<file path="config.mk">
export PLATFORM = sky130hd
export DESIGN_NAME = alu_pipe_flat
export DESIGN_NICKNAME = d
export VERILOG_FILES = /design/src/rtl/alu_pipe_if.sv /design/src/rtl/alu_pipe.sv /design/src/flat_wrapper.sv
export SDC_FILE = /design/constraint.sdc
export NUM_CORES = 1
export LEC_CHECK = 0
export ABC_AREA = 1
export CAP_MARGIN = 20
export CORE_ASPECT_RATIO = 2
export CORE_MARGIN = 5
export CORE_UTILIZATION = 60
export CTS_CLUSTER_DIAMETER = 40
export DETAILED_ROUTE_END_ITERATION = 10
export PLACE_DENSITY_LB_ADDON = 0.25
export SLEW_MARGIN = 40
export SYNTH_ARGS = -nofsm -noshare
export SYNTH_HDL_FRONTEND = slang
export SYNTH_SLANG_ARGS = --single-unit
export TNS_END_PERCENT = 100
</file>
<file path="constraint.sdc">
create_clock -name clk -period 3.4 [get_ports clk]
set_clock_uncertainty 0.1 [all_clocks]
set_input_delay 0.68 -clock clk [delete_from_list [all_inputs] [get_ports clk]]
set_output_delay 0.68 -clock clk [all_outputs]
set_load 0.005 [all_outputs]
</file>
<file path="src/rtl/alu_pipe_if.sv">
// Handshake bus for alu_pipe: operand/opcode side (in_*) and result side (out_*).
// The master drives operations and consumes results; the slave is the ALU.
interface alu_pipe_if #(
  parameter int WIDTH = 8
) ();
  logic             in_valid;
  logic             in_ready;
  logic [3:0]       ctrl;
  logic [WIDTH-1:0] x;
  logic [WIDTH-1:0] y;
  logic             out_valid;
  logic             out_ready;
  logic [WIDTH-1:0] out;
  logic             carry;
  logic             zero;
  logic             err;

  modport master (
    output in_valid, ctrl, x, y, out_ready,
    input  in_ready, out_valid, out, carry, zero, err
  );

  modport slave (
    input  in_valid, ctrl, x, y, out_ready,
    output in_ready, out_valid, out, carry, zero, err
  );
endinterface

</file>
<file path="src/rtl/alu_pipe.sv">
// Handshaked, registered ALU. Single-cycle ops complete on the accept edge;
// MUL runs a WIDTH-cycle unsigned shift-add before its result is presented.
// A result is held until the consumer takes it; a new op can be accepted on
// that same edge, giving one op per cycle for single-cycle opcodes.
module alu_pipe #(
  parameter  int WIDTH = 8,
  localparam int SHW   = $clog2(WIDTH)
) (
  input logic       clk,
  input logic       rst_n,
  alu_pipe_if.slave bus
);

  typedef enum logic [1:0] {
    IDLE,
    BUSY,
    DONE
  } state_e;

  typedef enum logic [3:0] {
    OP_ADD  = 4'h0,
    OP_SUB  = 4'h1,
    OP_AND  = 4'h2,
    OP_OR   = 4'h3,
    OP_NOT  = 4'h4,
    OP_XOR  = 4'h5,
    OP_XNOR = 4'h6,
    OP_SLL  = 4'h7,
    OP_SRL  = 4'h8,
    OP_ASR1 = 4'h9,
    OP_ROL1 = 4'hA,
    OP_ROR1 = 4'hB,
    OP_EQ   = 4'hC,
    OP_MUL  = 4'hD
  } op_e;

  state_e             state;
  logic [WIDTH-1:0]   out_q;
  logic               carry_q;
  logic               zero_q;
  logic               err_q;

  // Multiplier datapath: mcand shifts left, mplier shifts right, acc sums.
  logic [2*WIDTH-1:0] acc;
  logic [2*WIDTH-1:0] mcand;
  logic [2*WIDTH-1:0] mul_sum;
  logic [WIDTH-1:0]   mplier;
  logic [SHW-1:0]     cnt;

  logic               accept;
  logic [WIDTH-1:0]   res;
  logic               res_c;
  logic               res_e;

  // In DONE the slot frees up as soon as the consumer takes the result.
  assign bus.in_ready  = (state == IDLE) || (state == DONE && bus.out_ready);
  assign bus.out_valid = (state == DONE);
  assign bus.out       = out_q;
  assign bus.carry     = carry_q;
  assign bus.zero      = zero_q;
  assign bus.err       = err_q;

  assign accept  = bus.in_valid && bus.in_ready;
  assign mul_sum = acc + (mplier[0] ? mcand : '0);

  // Single-cycle result for the opcode currently on the bus.
  always_comb begin
    // NOTE: every output gets a default first so no path leaves it unassigned (no latch).
    res   = '0;
    res_c = 1'b0;
    res_e = 1'b0;
    case (bus.ctrl)
      OP_ADD:  {res_c, res} = {1'b0, bus.x} + {1'b0, bus.y};
      OP_SUB:  {res_c, res} = {1'b0, bus.x} - {1'b0, bus.y};
      OP_AND:  res = bus.x & bus.y;
      OP_OR:   res = bus.x | bus.y;
      OP_NOT:  res = ~bus.x;
      OP_XOR:  res = bus.x ^ bus.y;
      OP_XNOR: res = ~(bus.x ^ bus.y);
      OP_SLL:  res = bus.y << bus.x[SHW-1:0];
      OP_SRL:  res = bus.y >> bus.x[SHW-1:0];
      OP_ASR1: res = {bus.x[WIDTH-1], bus.x[WIDTH-1:1]};
      OP_ROL1: res = {bus.x[WIDTH-2:0], bus.x[WIDTH-1]};
      OP_ROR1: res = {bus.x[0], bus.x[WIDTH-1:1]};
      OP_EQ:   res = WIDTH'(bus.x == bus.y);
      OP_MUL:  res = '0;
      default: res_e = 1'b1;
    endcase
  end

  // Control FSM, result registers and multiplier iteration.
  always_ff @(posedge clk) begin
    if (!rst_n) begin
      // NOTE: sequential state uses non-blocking assignments so every register samples pre-edge values.
      state   <= IDLE;
      out_q   <= '0;
      carry_q <= 1'b0;
      zero_q  <= 1'b0;
      err_q   <= 1'b0;
      acc     <= '0;
      mcand   <= '0;
      mplier  <= '0;
      cnt     <= '0;
    end else begin
      case (state)
        IDLE, DONE: begin
          if (accept) begin
            if (bus.ctrl == OP_MUL) begin
              acc    <= '0;
              mcand  <= {{WIDTH{1'b0}}, bus.x};
              mplier <= bus.y;
              cnt    <= '0;
              state  <= BUSY;
            end else begin
              out_q   <= res;
              carry_q <= res_c;
              zero_q  <= (res == '0);
              err_q   <= res_e;
              state   <= DONE;
            end
          end else if (state == DONE && bus.out_ready) begin
            state <= IDLE;
          end
        end
        BUSY: begin
          acc    <= mul_sum;
          mcand  <= mcand << 1;
          mplier <= mplier >> 1;
          cnt    <= cnt + SHW'(1);
          if (cnt == SHW'(WIDTH - 1)) begin
            out_q   <= mul_sum[WIDTH-1:0];
            carry_q <= |mul_sum[2*WIDTH-1:WIDTH];
            zero_q  <= (mul_sum[WIDTH-1:0] == '0);
            err_q   <= 1'b0;
            state   <= DONE;
          end
        end
        default: state <= IDLE;
      endcase
    end
  end

endmodule

</file>
<file path="src/flat_wrapper.sv">
// flat-port wrapper written by rule: the top's interface ports become plain ports
module alu_pipe_flat 
#(
  parameter  int WIDTH = 8,
  localparam int SHW   = $clog2(WIDTH)
)
  (clk, rst_n, bus_in_valid, bus_ctrl, bus_x, bus_y, bus_out_ready, bus_in_ready, bus_out_valid, bus_out, bus_carry, bus_zero, bus_err);
  alu_pipe_if #(.WIDTH(WIDTH)) bus_i ();
  input logic clk;
  input logic rst_n;
  input wire logic [$bits(bus_i.in_valid)-1:0] bus_in_valid;
  input wire logic [$bits(bus_i.ctrl)-1:0] bus_ctrl;
  input wire logic [$bits(bus_i.x)-1:0] bus_x;
  input wire logic [$bits(bus_i.y)-1:0] bus_y;
  input wire logic [$bits(bus_i.out_ready)-1:0] bus_out_ready;
  output wire logic [$bits(bus_i.in_ready)-1:0] bus_in_ready;
  output wire logic [$bits(bus_i.out_valid)-1:0] bus_out_valid;
  output wire logic [$bits(bus_i.out)-1:0] bus_out;
  output wire logic [$bits(bus_i.carry)-1:0] bus_carry;
  output wire logic [$bits(bus_i.zero)-1:0] bus_zero;
  output wire logic [$bits(bus_i.err)-1:0] bus_err;
  assign bus_i.in_valid = bus_in_valid;
  assign bus_i.ctrl = bus_ctrl;
  assign bus_i.x = bus_x;
  assign bus_i.y = bus_y;
  assign bus_i.out_ready = bus_out_ready;
  assign bus_in_ready = bus_i.in_ready;
  assign bus_out_valid = bus_i.out_valid;
  assign bus_out = bus_i.out;
  assign bus_carry = bus_i.carry;
  assign bus_zero = bus_i.zero;
  assign bus_err = bus_i.err;
  alu_pipe #(.WIDTH(WIDTH)) u_core (.clk(clk), .rst_n(rst_n), .bus(bus_i));
endmodule
</file>
# Yosys cells after proc, flatten, opt, wreduce, memory -nomap -nowiden
# Cells that the tools add are included.
[word_totals] in_bits=24 elab_cells=93 regBits=56 output_inout_bits=13
[op_classes] n_mux=37 n_shift=2 n_bitwise=5 reduce_logical=14 add_sub_neg=4 n_eq_ne=22
[ops] operator="8-bit one-hot mux with 13 select lines" n=1
[ops] operator="16-bit 2-to-1 mux" n=5
[ops] operator="16-bit one-hot mux with 2 select lines" n=2
[ops] operator="8-bit 2-to-1 mux" n=5
[ops] operator="8-bit one-hot mux with 2 select lines" n=2
[ops] operator="4-bit equality test, second input constant" n=6
[ops] operator="16-bit adder" n=1
[ops] operator="4-bit by 3-bit equality test with 1-bit output, second input constant" n=4
[ops] operator="8-bit zero test" n=2
[ops] operator="8-bit inverter" n=2
[ops] operator="13-bit OR reduction" n=1
[ops] operator="1-bit 2-to-1 mux" n=10
[ops] operator="8-bit by 8-bit adder with 9-bit output" n=1
[ops] operator="8-bit by 8-bit subtractor with 9-bit output" n=1
[ops] operator="8-bit AND" n=1
[ops] operator="4-bit by 2-bit equality test with 1-bit output, second input constant" n=2
[ops] operator="8-bit equality test" n=1
[ops] operator="2-bit 2-to-1 mux" n=4
[ops] operator="8-bit bitwise OR" n=1
[ops] operator="1-bit one-hot mux with 2 select lines" n=4
[ops] operator="8-bit OR reduction" n=1
[ops] operator="8-bit by 3-bit left shift with 8-bit output" n=1
[ops] operator="8-bit by 3-bit right shift with 8-bit output" n=1
[ops] operator="8-bit XOR" n=1
[ops] operator="20 further kinds" n=24

# Logic depth before layout (Yosys ltp)
[logic_depth] word_depth=7 ltp_mapped=18 ltp_nobuf=17

# Worst setup path before layout
# OpenSTA, ideal clock, no wires.
[synth_path] path_kind="input to register" from="in bus_x[2]" to="reg u_core.zero_q, in the netlist u_core.bus.zero" t_required_ps=3230 arrival_time_ps=2480 path_slack_ps=750 n_path_buf=3 cell_stages=18 cell_sequence="buf_2 inv_1 buf_2 ha_1 buf_2 inv_1 nand2_1 nand2_1 nor2_1 nor2_1 nand2_1 nor2_1 nand2_1 nor2_1 nand2_1 nor2_1 nand4_1 a21oi_1"
[synth_between] elab_chain_len=7 elab_cells_between_ends=15 classes_between="add/sub: 2; eq/ne: 1; shift: 2; mux: 4; bitwise: 5; reduce/logical: 1"
[synth_lines] element="from (decl)" line="flat_wrapper.sv:13" rtl="input wire logic [$bits(bus_i.x)-1:0] bus_x;"
[synth_lines] element="branches (longest 2 deep; another with 8-bit by 8-bit subtractor with 9-bit output)"
[synth_lines] element="8-bit one-hot mux with 13 select lines (*)" line="alu_pipe.sv:72" rtl="case (bus.ctrl)"
[synth_lines] element="8-bit zero test (*)" line="alu_pipe.sv:117" rtl="zero_q <= (res == '0);"
[synth_lines] element="1-bit 2-to-1 mux (*)" line="alu_pipe.sv:108" rtl="if (bus.ctrl == OP_MUL) begin"
[synth_lines] element="1-bit 2-to-1 mux (*)" line="alu_pipe.sv:107" rtl="if (accept) begin"
[synth_lines] element="1-bit one-hot mux with 2 select lines (*)" line="alu_pipe.sv:105" rtl="case (state)"
[synth_lines] element="to (signal assigned)" line="alu_pipe.sv:117"
[synth_lines] element="to (signal assigned)" line="alu_pipe.sv:133" rtl="zero_q <= (mul_sum[WIDTH-1:0] == '0);"
[synth_lines] element="to (decl)" line="alu_pipe.sv:40" rtl="logic zero_q;"
# Mark *: on every way between the ends. The select of a mux whose other input is x is not followed.
# A chain may end at the register's enable or synchronous reset.

# Final worst setup path
[layout_path] from="in bus_x[3]" to="reg u_core.zero_q, in the netlist u_core.bus.zero"
# Same word-level chain as after synthesis.

==> key figures <==
Critical path
  • Worst R2R End: u_core.bus.carry
  • Crit path to: u_core.bus.zero
  • Critical path class: in -> reg
  • R2r setup slk: between 400 and 500 ps
  • Worst r2r src: u_core.mplier[0]
  • Worst path arrival time: ~3200 ps
  • Worst R2R Path Depth: 13
  • Critical Path Start: bus_x[3]
  • Crit path capture type: register
  • Worst-path fanout max: 10
  • CP Launch Type: input port
  • Req. time, crit path: 3530 ps

Clocking
  • Latest clock arrival within the worst-skew pair: approximately 300 ps
  • Inserted Clock Buffers: 5
  • Clock tree buffer depth: 2
  • Hold Buf Count CTS: 0
  • CTS tree: done
  • Clock Tree Root: clkbuf_16
  • CTS H-tree depth: 2
  • Clock transition at path regs: ~70 ps
  • Clock Sinks: 56

Min path
  • Hold Crit Class: reg -> reg

Global routing
  • Vias in the first global route: ~6000
  • Gr ovfl total: 0
  • Antenna violations before repair: 0
  • Maximum number of pins on one net before global-route repair: a little over 40
  • First-pass GRT wire length: slightly below 30000 um
  • Total Routing Usage GR: between 30% and 40%

Yosys
  • Syn nets: ~940
  • Sequential area share after synthesis: between 20% and 30%
  • Synth Area per Inst: 5.88 um2
  • Synth warn: 0
  • Netlist cell types: 37
  • Post-synth top area share: around 22%
  • Yosys reg bits: 56
  • Netlist Area Pre-Place: between 0.005 and 0.006 mm2
  • Leading area contributor after synthesis: dfxtp_1
  • Top cells by area, synth: dfxtp_1 22%, nand2_1 21%, ha_1 10%
  • Post-Syn Instances: approximately 870

STA
  • Setup TNS: 0 ps
  • Count of final hold-check violations: 0
  • Worst-Margin Slew: between 700 and 800 ps
  • Pins Over Slew Limit: 0
  • Rel. slew slack: 48.0%
  • Period utilisation layout: ~90%
  • Final Setup Violations: 0
  • RSZ-0062 raised after global routing: no
  • Fmax: roughly 330 MHz
  • Min Tclk post-route: between 3000 and 4000 ps

Placement
  • Placed insts: 1001
  • Hpwl dp: roughly 15000 um
  • Routability congestion estimate from global placement: approximately 1.2
  • DP Area: 0.00567 mm2
  • Buffers on Ports: 36

Final layout
  • Fraction of layout cells with a size suffix above 1: 5.82%
  • Final net count: 979
  • Final Non-Filler Cells: roughly 1000
  • N_diodes: 0
  • Finished Cell Area: about 0.0058 mm2
  • Synth-to-layout area growth: 13.6%

Floorplanning
  • Core ar.: approximately 0.0083 mm2
  • Io pins: 37
  • Die Wd: between 70 and 80 um
  • Number of placement rows: 47
  • Initial core utilization: a little over 60%
  • Chip height: 141 um
  • Total die area: 0.0106 mm2

Run status
  • Status: completed

Power and ir drop
  • Static Leak: 2.93 nW
  • Cell area power density: between 200 and 300 mW/mm2
  • Total power: about 0.0017 W
  • Peak VDD IR: about 0.19 mV

Flow run
  • Max Cap Viol: 0

Route
  • Vias/cell: 6.09
  • Post-DRT Antenna Nets: 0
  • Total number of vias: 6145
  • Final wirelength: a little under 20000 um
  • DRC viols: 0
  • Initial DRT Pass Iterations: 7
  • DRT iter0 DRCs: roughly 560
  • Routed WL per cell: 19.2 um
[cells by family after synthesis]
family	after synthesis	synth area share, %
AND/OR/NAND/NOR	493	40.2
AO/OA/AOI/OAI	153	16.2
buffers and inverters	118	9.08
flip-flops	56	21.9
adder cells (fa/ha/maj)	45	11.4
XOR/XNOR	7	1.20
[how the worst min path moves through the flow]
stage | endpoint | depth (start not counted) | start | slack [ps]
6_report | u_core.mcand[15] | 2 | u_core.mcand[15] | 370
3_3_place_gp | u_core.cnt[0] | 1 | u_core.cnt[0] | 350
3_5_place_dp | u_core.mcand[15] | 2 | u_core.mcand[15] | 360
5_1_grt | u_core.acc[2] | 2 | u_core.acc[2] | 380
2_1_floorplan | u_core.cnt[0] | 1 | u_core.cnt[0] | 330
4_1_cts | u_core.mcand[15] | 2 | u_core.mcand[15] | 370
[cell usage after synthesis, drive strengths merged]
library cell / instances
nand4: 15
fa: 3
or2: 4
clkbuf: 15
nor2: 80
o21bai: 1
buf: 17
nand3b: 5
nor4: 1
nor3: 4
dfxtp: 56
ha: 42
nand2: 295
clkinv: 1
o31ai: 2
a21boi: 1
o211ai: 1
o311ai: 1
xor2: 3
o21ai: 53
and2: 1
inv: 85
a31oi: 22
o211a: 1
a21oi: 66
xnor2: 4
a21o: 5
nand3: 88
[flip-flops by register name, indices dropped and copies added (netlist names)]
signal / flops
u_core.acc: 16
u_core.mcand: 16
u_core.bus.out: 8
u_core.mplier: 8
u_core.cnt: 3
u_core.state: 2
u_core.bus.carry: 1
u_core.bus.err: 1
u_core.bus.zero: 1
[worst max-delay path, stage by stage]
cell	delay, ps
clkdlybuf4s50_1	600
inv_1	100
ha_1	410
a21oi_1	330
nand2_1	200
o21ai_0	200
nand2_1	90
nor2_1	100
nand2_1	60
nor2_1	150
nand4_1	100
a21oi_1	120
[layout by cell type, fill, tap and decap left out, types with 4 or more instances in the layout]
| cell | n |
|---|---|
| a31oi_1 | 22 |
| clkbuf_16 | 5 |
| nand3_1 | 88 |
| ha_1 | 42 |
| dfxtp_1 | 55 |
| o21ai_0 | 49 |
| nand4_1 | 15 |
| a21oi_1 | 66 |
| xnor2_1 | 4 |
| nand3b_1 | 5 |
| buf_4 | 27 |
| nor3_1 | 4 |
| nand2_1 | 292 |
| inv_1 | 80 |
| nor2_2 | 4 |
| inv_2 | 5 |
| clkdlybuf4s50_1 | 36 |
| nor2_1 | 75 |
| a21o_1 | 5 |
[per-layer routing]
layer | share of wire (%) | track usage [%] | vias up
met3 | 5.5 | 6.13 | 103
met2 | 52 | 66.6 | 308
met5 | 0 | 0 | -
met1 | 33 | 34.3 | 2797
met4 | 9.8 | 31.4 | 0
li1 | - | - | 2937
[cell type report]
cell class                      count  area, um2
Multi-Input combinational cell    698       3540
Fill cell                         771       2470
Sequential cell                    56       1120
Timing Repair Buffer               63        563
Inverter                           86        323
Clock buffer                        6        139
Tap cell                           98        123
Clock inverter                      2       13.8
[power by group]
part | internal (W) | switching (W) | leakage (nW) | total [W]
Combinational | 0.000166 | 0.000283 | 2.39 | 0.000448
Sequential | 0.000676 | 0.0000173 | 0.455 | 0.000693
Clock | 0.000295 | 0.000247 | 0.0772 | 0.000543
[through the flow]
stage                     hold slack (ps)  utilization [%]  setup slack [ps]
after CTS                             369             70.2               467
after global placement                347             68.4               159
final                                 365             70.2               386
after floorplan                       333                -               750
after detailed placement              359             68.4               155
after global routing                  385             70.2               135
[what timing repair did]
item	CTS	global route
gates resized for setup	0	1
setup endpoints to repair	0	1
buffers inserted	0	0
Power figures use the tool's default switching activity.
